File: config.mk
export PLATFORM = sky130hd
export DESIGN_NAME = valve_step_sequencer
export DESIGN_NICKNAME = d
export VERILOG_FILES = /design/src/rtl/valve_step_sequencer.sv
export SDC_FILE = /design/constraint.sdc
export NUM_CORES = 1
export LEC_CHECK = 0
export CELL_PAD_IN_SITES_DETAIL_PLACEMENT = 0
export CELL_PAD_IN_SITES_GLOBAL_PLACEMENT = 1
export CORE_UTILIZATION = 40
export CTS_CLUSTER_DIAMETER = 200
export DETAILED_ROUTE_END_ITERATION = 6
export DONT_BUFFER_PORTS = 1
export GPL_ROUTABILITY_DRIVEN = 0
export GPL_TIMING_DRIVEN = 0
export PLACE_DENSITY = 0.64
export SLEW_MARGIN = 40
export SYNTH_ARGS = -nofsm -noshare
export SYNTH_HDL_FRONTEND = slang
export SYNTH_SLANG_ARGS = --single-unit
File: constraint.sdc
create_clock -name clk -period 3.8 [get_ports clk]
set_input_delay 0.76 -clock clk [delete_from_list [all_inputs] [get_ports clk]]
set_output_delay 0.76 -clock clk [all_outputs]
set_load 0.005 [all_outputs]
File: src/rtl/valve_step_sequencer.sv
// valve_step_sequencer: runs a stored program of valve steps. Each step
// drives a valve pattern, hands its delay to the downstream counter with a
// one-cycle start pulse, and waits for the counter to report completion.
module valve_step_sequencer #(
    parameter int NUM_VALVES = 8,
    parameter int DEPTH      = 16,
    parameter int ADDR_W     = 4
) (
    input  logic                    clk,
    input  logic                    rst,
    input  logic                    prog_we,
    input  logic [ADDR_W-1:0]       prog_addr,
    input  logic [NUM_VALVES+12:0]  prog_wdata,
    input  logic [ADDR_W:0]         step_count,
    input  logic                    loop_en,
    input  logic                    start,
    input  logic                    stop,
    input  logic                    count_done,
    output logic                    count_start,
    output logic [9:0]              delay,
    output logic [2:0]              delay_unit,
    output logic [NUM_VALVES-1:0]   valve_out,
    output logic [ADDR_W-1:0]       cur_step,
    output logic                    busy,
    output logic                    seq_done,
    output logic                    prog_err
);

    localparam int ENTRY_W = NUM_VALVES + 13;
    localparam logic [ADDR_W:0] DEPTH_C = (ADDR_W+1)'(DEPTH);

    // Counter handshake: count_start is high for exactly one cycle (ISSUE)
    // and tells the counter to load delay/delay_unit, which stay stable
    // until the next pulse. count_done is honoured only while in WAIT; any
    // other cycle it is ignored, and stop always wins over it.
    typedef enum logic [2:0] {
        S_IDLE,
        S_FETCH,
        S_ISSUE,
        S_WAIT,
        S_NEXT,
        S_DONE
    } state_t;

    state_t state, state_nx;

    logic [ENTRY_W-1:0] mem [DEPTH];
    logic [ENTRY_W-1:0] entry;
    logic [ADDR_W-1:0]  idx, idx_nx;
    logic [ADDR_W:0]    count_lat;
    logic [ADDR_W:0]    count_clamped;
    logic               loop_lat;
    logic [NUM_VALVES-1:0] valve_r;
    logic [9:0]         delay_r;
    logic [2:0]         unit_r;
    logic               err_r;
    logic               last_step;
    logic               load_entry;
    logic               clear_valve;
    logic               latch_run;

    assign entry         = mem[idx];
    assign count_clamped = (step_count > DEPTH_C) ? DEPTH_C : step_count;
    assign last_step     = ({1'b0, idx} == (count_lat - 1'b1));

    assign count_start = (state == S_ISSUE);
    assign busy        = (state != S_IDLE);
    assign seq_done    = (state == S_DONE);
    assign prog_err    = err_r;
    assign cur_step    = idx;
    assign valve_out   = valve_r;
    assign delay       = delay_r;
    assign delay_unit  = unit_r;

    // Program memory: writes land only while idle; no reset so contents
    // survive a reset of the sequencer.
    always_ff @(posedge clk) begin
        if (prog_we && !busy) begin
            mem[prog_addr] <= prog_wdata;
        end
    end

    // State register.
    always_ff @(posedge clk or posedge rst) begin
        if (rst) begin
            state <= S_IDLE;
        end else begin
            state <= state_nx;
        end
    end

    // Next-state logic; stop overrides every other transition.
    always_comb begin
        state_nx    = state;
        idx_nx      = idx;
        load_entry  = 1'b0;
        clear_valve = 1'b0;
        latch_run   = 1'b0;
        if (stop && (state != S_IDLE)) begin
            state_nx    = S_IDLE;
            clear_valve = 1'b1;
        end else begin
            case (state)
                S_IDLE: begin
                    if (start && (step_count != '0)) begin
                        state_nx  = S_FETCH;
                        idx_nx    = '0;
                        latch_run = 1'b1;
                    end
                end
                S_FETCH: begin
                    state_nx   = S_ISSUE;
                    load_entry = 1'b1;
                end
                S_ISSUE: begin
                    // A zero delay needs no counter wait, but the pulse
                    // is still issued so the counter sees every step.
                    state_nx = (delay_r != '0) ? S_WAIT : S_NEXT;
                end
                S_WAIT: begin
                    if (count_done) begin
                        state_nx = S_NEXT;
                    end
                end
                S_NEXT: begin
                    if (last_step) begin
                        if (loop_lat) begin
                            state_nx = S_FETCH;
                            idx_nx   = '0;
                        end else begin
                            state_nx    = S_DONE;
                            clear_valve = 1'b1;
                        end
                    end else begin
                        state_nx = S_FETCH;
                        idx_nx   = idx + 1'b1;
                    end
                end
                S_DONE: begin
                    state_nx = S_IDLE;
                end
                default: begin
                    state_nx = S_IDLE;
                end
            endcase
        end
    end

    // Datapath registers: step index, run parameters, current step outputs
    // and the rejected-write flag.
    always_ff @(posedge clk or posedge rst) begin
        if (rst) begin
            idx       <= '0;
            count_lat <= '0;
            loop_lat  <= 1'b0;
            valve_r   <= '0;
            delay_r   <= '0;
            unit_r    <= '0;
            err_r     <= 1'b0;
        end else begin
            idx   <= idx_nx;
            err_r <= prog_we && busy;
            if (latch_run) begin
                count_lat <= count_clamped;
                loop_lat  <= loop_en;
            end
            if (load_entry) begin
                valve_r <= entry[ENTRY_W-1:13];
                unit_r  <= entry[12:10];
                delay_r <= entry[9:0];
            end else if (clear_valve) begin
                valve_r <= '0;
            end
        end
    end

endmodule

**Word-level counts from Yosys, hierarchy flattened**

Memory sizes are Yosys's and may differ from the RTL's.
Cells that the tools add are included.

- Bitwise operators: 1
- Mux-type cells: 25
- Eq/ne operators: 10
- $add $sub $neg: 2
- Magnitude comparators: 1
- Reduce and logical (&&, ||, !) cells: 13

Operators by type and width:

| cell | count |
|---|---|
| $mux W3 | 6 |
| $mux W8 | 2 |
| $pmux W3 S5 | 1 |
| $mux W4 | 3 |
| $mux W1 | 11 |
| $reduce_bool A10 Y1 | 1 |
| $ne A3 B3 Y1 const B | 3 |
| $pmux W4 S2 | 1 |
| $eq A3 B2 Y1 const B | 2 |
| $eq A3 B3 Y1 const B | 2 |
| $eq A4 B5 Y1 | 1 |
| $gt A5 B5 Y1 const B | 1 |
| $mux W5 | 1 |
| $reduce_bool A5 Y1 | 1 |
| $sub A5 B1 Y5 const B | 1 |
| $add A4 B1 Y4 const B | 1 |
| $logic_and A1 B1 Y1 | 4 |
| $reduce_and A4 Y1 | 1 |
| $reduce_bool A2 Y1 | 2 |
| $eq A3 B1 Y1 const B | 1 |
| $logic_not A3 Y1 | 1 |
| $reduce_bool A3 Y1 | 1 |
| $ne A2 B2 Y1 const B | 1 |
| $reduce_and A2 Y1 | 1 |
| 2 further kinds | 2 |

- Bits in registers: 35
- Logic and storage cells: 61
- Memories kept: 1
- RAM bits: 336
- Bits of input ports: 37
- Output and inout port bits: 29

Memory list:

| name | depth | bits a word | rd ports | clocked after memory_dff | write ports | RTL line | text |
|---|---|---|---|---|---|---|---|
| mem | 16 | 21 | 1 | 0 | 1 | 47 | `logic [ENTRY_W-1:0] mem [DEPTH];` |

**Depth between registers and ports, before layout**

Gate-level depths: netlist (run 1).

- Depth after elaboration: 7
- Depth in mapped cells: 8

**Least setup slack after synthesis (run 1)**

OpenSTA, ideal clock, no wires.

- Path type: register -> register
- Start point: register state[0]
- End point: memory mem[0][0] (netlist bit) (enable)
- Data required time: 3.374 ns
- Stages on the path, launching flop included: 6
- Slack: 0.450 ns
- Arrival time: 2.924 ns
- Path through: dfrtp_1 > buf_2 > nor3_1 > nand2_1 > or3_1 > nor3_1

- Longest elaborated chain between the ends: 5

Ends and longest elaborated chain:

| item | RTL line | text |
|---|---|---|
| start, declared | 45 | `state_t state, state_nx;` |
| start signal, assigned | 88 | `state <= state_nx;` |
| $reduce_bool A3 Y1 | 67 | `assign busy = (state != S_IDLE);` |
| $logic_not A1 Y1 | 78 | `if (prog_we && !busy) begin` |
| $logic_and A1 B1 Y1 | 78 |  |
| $mux W1 | 78 |  |
| $mux W1 (not written as such) | 79 | `mem[prog_addr] <= prog_wdata;` |
| end, declared | 47 |  |

Every way passes these cells.

**Worst setup path in the final report (run 1)**

- Start point: register state[0]
- End point: memory mem[0][2] (netlist bit) (enable)

The elaborated chain is that of the path after synthesis.

==> flow_summary.json, run 1 <==
{
  "ctsResizeCount": 0,
  "final_nets": 799,
  "synth_compound_area_frac": 0.0318,
  "worst_ir_drop_vdd_uv": 282,
  "post_cts_buffers": 0,
  "design_area_mm2": 0.0168,
  "drv_slew": 0,
  "grt.busiest_layer": "met2",
  "place_area_mm2": 0.0155,
  "synthMuxAreaShare": 0.162,
  "core_mm2": 0.0355,
  "drive_gt1_frac": 0.289,
  "die_width_um": 192,
  "hold_viol_final": 0,
  "antenna_found_initial": 0,
  "startpoint_type": "flop",
  "finalClockSkew_ns": 0.0165,
  "max_slew.worst_pin.slew_ns": 0.797,
  "fmax_mhz": 297,
  "maxCapViolations": 0,
  "clockRootBuffer": "clkbuf_16",
  "path_class": "flop to flop",
  "dieArea_mm2": 0.0367,
  "ys_ff_latch": 371,
  "syn_area_per_cell_um2": 21.0,
  "use_met1": 0.245,
  "yosys_most_used_dff": "edfxtp_1",
  "leakagePower_nw": 5.39,
  "hold_end": "state[1]",
  "cts_made_buffers": 38,
  "hpwl_um": 22400,
  "ys_top_cells_by_area": "edfxtp_1 70%, mux4_2 13%, dfrtp_1 6.1%",
  "crit_required_ns": 4.01,
  "grt_first_pass_wirelength_um": 48400,
  "clock_latency_ns": 0.52,
  "drt-wirelength-per-cell_um": 25.9,
  "outcome": "complete, no violations",
  "tns_ns": 0,
  "grt_max_degree": 30,
  "end_kind": "flop",
  "grt-ovfl-total": 0,
  "cts_sinks": 371,
  "rsz0062_at_grt": "no",
  "synth-xor-area-share": 0.00304,
  "synth_top_family_by_area": "multiplexers",
  "worstHoldPathCells": 1,
  "cts_htree_levels": 2,
  "area_growth_pct": 16.9,
  "relSlewSlack": 0.469,
  "clk_pin_slew_ns": 0.06,
  "synth_nets": 725,
  "hold_start": "stop",
  "first_iter_violations": 529,
  "ys_async_sr_fraction": 0.0943,
  "synth_fa_ha_area_frac": 0.00174,
  "yosys_warnings": 0,
  "start_util": 0.406,
  "worstReg2RegStart": "state[0]",
  "finalWirelength_um": 32400,
  "synth_cell_type_count": 46,
  "timing.hold.ws_ns": 0.301,
  "powerDensity_mw_per_mm2": 571,
  "cts_tree": "yes",
  "reg2reg_to": "mem[0][2]",
  "fin_cells": 1251,
  "drt_pass1_iterations": 5,
  "crit_arrival_ns": 3.58,
  "ys_top_cells_by_count": "336 x edfxtp_1, 84 x mux4_2, 42 x mux2i_1",
  "yosysTopAreaCell": "edfxtp_1",
  "yosys.area_share.simple": 0.0250,
  "hold_path_class": "input pin to flop",
  "synthesis.area_mm2": 0.0144,
  "cts_buffer_depth": 3,
  "ant_nets": 0,
  "min_period_over_period": 0.885,
  "io_pins": 66,
  "numPortBuffers": 0,
  "synth-edff-count": 336,
  "reg2regPathDepth": 8,
  "synthCells": 686,
  "yosysSeqAreaShare": 0.762,
  "dieHeight_um": 192,
  "viasPerCell": 5.57,
  "antennaDiodeCount": 0,
  "drc": 0,
  "synth_most_common_cell": "edfxtp_1",
  "grt_use_met3": 0.0471,
  "setup_viol_count_final": 0,
  "period_needed_ns": 3.36,
  "vias": 6964,
  "crit_fanout": 10,
  "placementRows": 69,
  "post-place-cells": 1180,
  "synth_top_area_share": 0.701,
  "globalRouteMet2Util": 0.296,
  "critPathLaunch": "state[0]",
  "track_usage": 0.184,
  "grt_pass1_vias": 7421,
  "r2r_slack_ns": 0.44
}
## power by group
part / switching [mW] / total, mW / internal (mW)
combinational: 0.559 / 0.987 / 0.428
sequential: 0.186 / 4.87 / 4.68
clock: 1.51 / 3.76 / 2.25
total: 2.25 / 9.62 / 7.37
## critical path, stage by stage (launching register included)
cell and delay [ns]:
dfrtp_1 0.36, buf_2 0.18, nor3_1 0.66, nand2_1 0.15, or3_1 0.51, nor3_2 0.47
buf_4 0.27, buf_2 0.21, buf_2 0.24
## cells by family (layout without fill, tap and decap cells)
| kind of cell | count (synthesis) | in the layout |
|---|---|---|
| AND/OR/NAND/NOR | 71 | 71 |
| buffers and inverters | 42 | 146 |
| flip-flops | 371 | 371 |
| XOR/XNOR | 5 | 5 |
| adder cells (fa/ha/maj) | 2 | 2 |
| multiplexers | 128 | 128 |
| AO/OA/AOI/OAI | 67 | 67 |
## registers in the layout (all words and copies together) (netlist names), 3 cells and up
signal	flops
delay_unit	3
state	3
valve_out	8
delay	10
cur_step	4
count_lat	5
mem	336
## placed cells by master (no fill, tap or decap), drive strengths merged, types with 3 or more instances in the layout
cell type	n
clkinv	16
nor2b	3
edfxtp	336
nand2b	8
nor3	8
xnor2	4
clkinvlp	4
mux4	84
a21oi	4
a21o	8
o22ai	8
dfrtp	35
nand3	4
bufinv	4
mux2i	42
nand2	11
o2bb2ai	4
o21ai	20
inv	6
nor2	24
a2bb2oi	13
buf	56
o211ai	3
clkbuf	59
## cell type report
| cell class | instances | area, um2 |
|---|---|---|
| Fill cell | 2880 | 18700 |
| Sequential cell | 371 | 11000 |
| Multi-Input combinational cell | 273 | 3330 |
| Clock buffer | 46 | 1050 |
| Tap cell | 461 | 577 |
| Timing Repair Buffer | 34 | 465 |
| Clock inverter | 24 | 223 |
| Buffer | 36 | 188 |
| Inverter | 6 | 25.0 |
## layer usage
layer,wire (um),up-vias,share of wire
li1,-,2989,-
met1,13700,3709,0.42
met2,15600,214,0.48
met3,2360,52,0.073
met4,784,0,0.024
met5,0,-,0
## worst max-delay path by stage
stage	endpoint	slack (ns)	cells past startpoint
5_1_grt	mem[0][2]	0.21	8
2_1_floorplan	mem[0][0]	0.45	5
3_5_place_dp	mem[0][2]	0.39	8
3_3_place_gp	mem[0][2]	-1.58	5
4_1_cts	mem[0][2]	0.38	8
6_report	mem[0][2]	0.44	8
## repair_timing
item,CTS,global route
endpoints found under the setup margin,0,0
hold buffers,1,0
hold endpoints to repair,6,0
## through the flow
step	util	setup slack (ns)	total power, mW
CTS	0.474	0.375	9.72
detailed placement	0.438	0.393	5.96
finish	0.474	0.438	9.62
global route	0.474	0.209	9.97
global placement	0.422	-1.58	5.87
floorplan	-	0.450	5.57
No activity file was read; power rests on OpenSTA's default activity.
==> run 2, diff against run 1 <==
- CORE_MARGIN: not set -> 3
- CTS_CLUSTER_SIZE: not set -> 25
- REMOVE_ABC_BUFFERS: not set -> 1
==> run 2 against run 1 <==
Design area down 4.6%. Core utilization is 1.5 points lower. Fmax grew 9.4%. Via count is 3.6% lower. Critical path depth shrank 1. Clock power fell by 42%. Critical path type unchanged. Critical endpoint is now mem[0][14].
==> flow_summary.json, run 2 (synthesis gave the netlist of run 1 again) <==
{
  "finalWirelength_um": 31400,
  "dieHeight_um": 196,
  "antenna_found_initial": 0,
  "hold_path_class": "input pin to async pin",
  "crit_arrival_ns": 3.30,
  "crit_fanout": 10,
  "top_register": "mem",
  "post_cts_buffers": 0,
  "drv_slew": 0,
  "clk_pin_slew_ns": 0.11,
  "hpwl_um": 20600,
  "start_util": 0.412,
  "r2r_slack_ns": 0.73,
  "die_width_um": 196,
  "timing.hold.ws_ns": 0.0589,
  "finalClockSkew_ns": 0.0210,
  "worst_ir_drop_vdd_uv": 326,
  "drc": 0,
  "startpoint_type": "flop",
  "cts_buffer_depth": 3,
  "grt-ovfl-total": 0,
  "viasPerCell": 5.68,
  "setup_viol_count_final": 0,
  "vias": 6712,
  "cts_htree_levels": 1,
  "numPortBuffers": 0,
  "ctsResizeCount": 0,
  "relSlewSlack": 0.492,
  "track_usage": 0.165,
  "placementRows": 68,
  "rsz0062_at_grt": "no",
  "place_area_mm2": 0.0155,
  "end_kind": "flop",
  "grt_pass1_vias": 6898,
  "crit_required_ns": 4.03,
  "period_needed_ns": 3.07,
  "drt-wirelength-per-cell_um": 26.6,
  "path_class": "flop to flop",
  "hold_buffers": 0,
  "final_cell_mix": "336 x edfxtp_1, 84 x mux4_2, 42 x mux2i_1, 32 x dfrtp_1",
  "dieArea_mm2": 0.0383,
  "core_mm2": 0.0350,
  "hold_viol_final": 0,
  "max_slew.worst_pin.slew_ns": 0.756,
  "clock_latency_ns": 0.52,
  "cts_made_buffers": 18,
  "area_growth_pct": 11.5,
  "total_power_mw": 8.01,
  "powerDensity_mw_per_mm2": 499,
  "io_pins": 66,
  "drt_pass1_iterations": 5,
  "cts_sinks": 371,
  "final_common_cell": "edfxtp_1",
  "drive_gt1_frac": 0.247,
  "design_area_mm2": 0.0161,
  "grt_first_pass_wirelength_um": 46600,
  "grt_max_degree": 37,
  "final.fill_count": 2884,
  "largest_reg_flops": 336,
  "leakagePower_nw": 4.93,
  "antennaDiodeCount": 0,
  "maxCapViolations": 0,
  "ant_nets": 0,
  "min_period_over_period": 0.809,
  "fmax_mhz": 325,
  "outcome": "complete, no violations",
  "first_iter_violations": 588,
  "tns_ns": 0,
  "clockRootBuffer": "clkbuf_16",
  "cts_tree": "yes",
  "final_nets": 756
}
-- run 2: cell count changes in the layout (fill, tap and decap cells not counted), sizes merged --
cell	delta
bufinv	-3
clkbuf	-31
clkinv	-16
clkinvlp	-4
dlygate4sd3	-1
buf	-9
-- run 2: final cells by class --
type / count / area [um2] / area share
clock inverters: 1 / 30.0 / 0.00187
clock buffers: 28 / 509 / 0.0317
repair buffers: 47 / 608 / 0.0379
flip-flops and latches: 371 / 11000 / 0.684
well taps: 455 / 569 / 0.0355
multi-input cells: 273 / 3330 / 0.208
inverters: 6 / 25.0 / 0.00156
-- run 2: path summary, 6_finish.rpt --
| path | startpoint | endpoint | cells past startpoint |
|---|---|---|---|
| min reg2reg | valve_out[0] | valve_out[0] | 1 |
| max reg2reg | state[0] | mem[0][14] | 7 |
| max | state[0] | mem[0][14] | 7 |
| max in group asynchronous | rst | valve_out[7] | 2 |
| min | rst | delay[4] | 1 |
| min in group clk | stop | state[1] | 1 |
-- run 2: power by group --
part           total, mW  internal, mW  switching, mW  leakage (nW)
clock network       2.19          1.00           1.18         0.259
registers           4.91          4.68          0.235          3.48
logic              0.907         0.409          0.497          1.20
-- run 2: critical path: stages (launching register included) --
cell     delay [ns]
dfrtp_1        0.49
nor3_1         0.67
nand2_1        0.16
or3_1          0.50
nor3_2         0.38
buf_4          0.24
buf_4          0.16
buf_4          0.17
-- run 2: stage by stage --
| stage | worst slack, ns | utilization | std cells |
|---|---|---|---|
| 4_1_cts | 0.706 | 0.459 | 1180 |
| 3_5_place_dp | 0.730 | 0.443 | 1151 |
| 3_3_place_gp | -2.44 | 0.423 | 1105 |
| 2_1_floorplan | -0.798 | - | 650 |
| 6_report | 0.726 | 0.459 | 1181 |
| 5_1_grt | 0.536 | 0.459 | 1181 |
-- run 2: routing by layer --
layer  global-route usage  wire [um]
met1                0.237      13500
met2                0.265      15200
met3               0.0323       2070
met4               0.0341        639
met5                    0          0
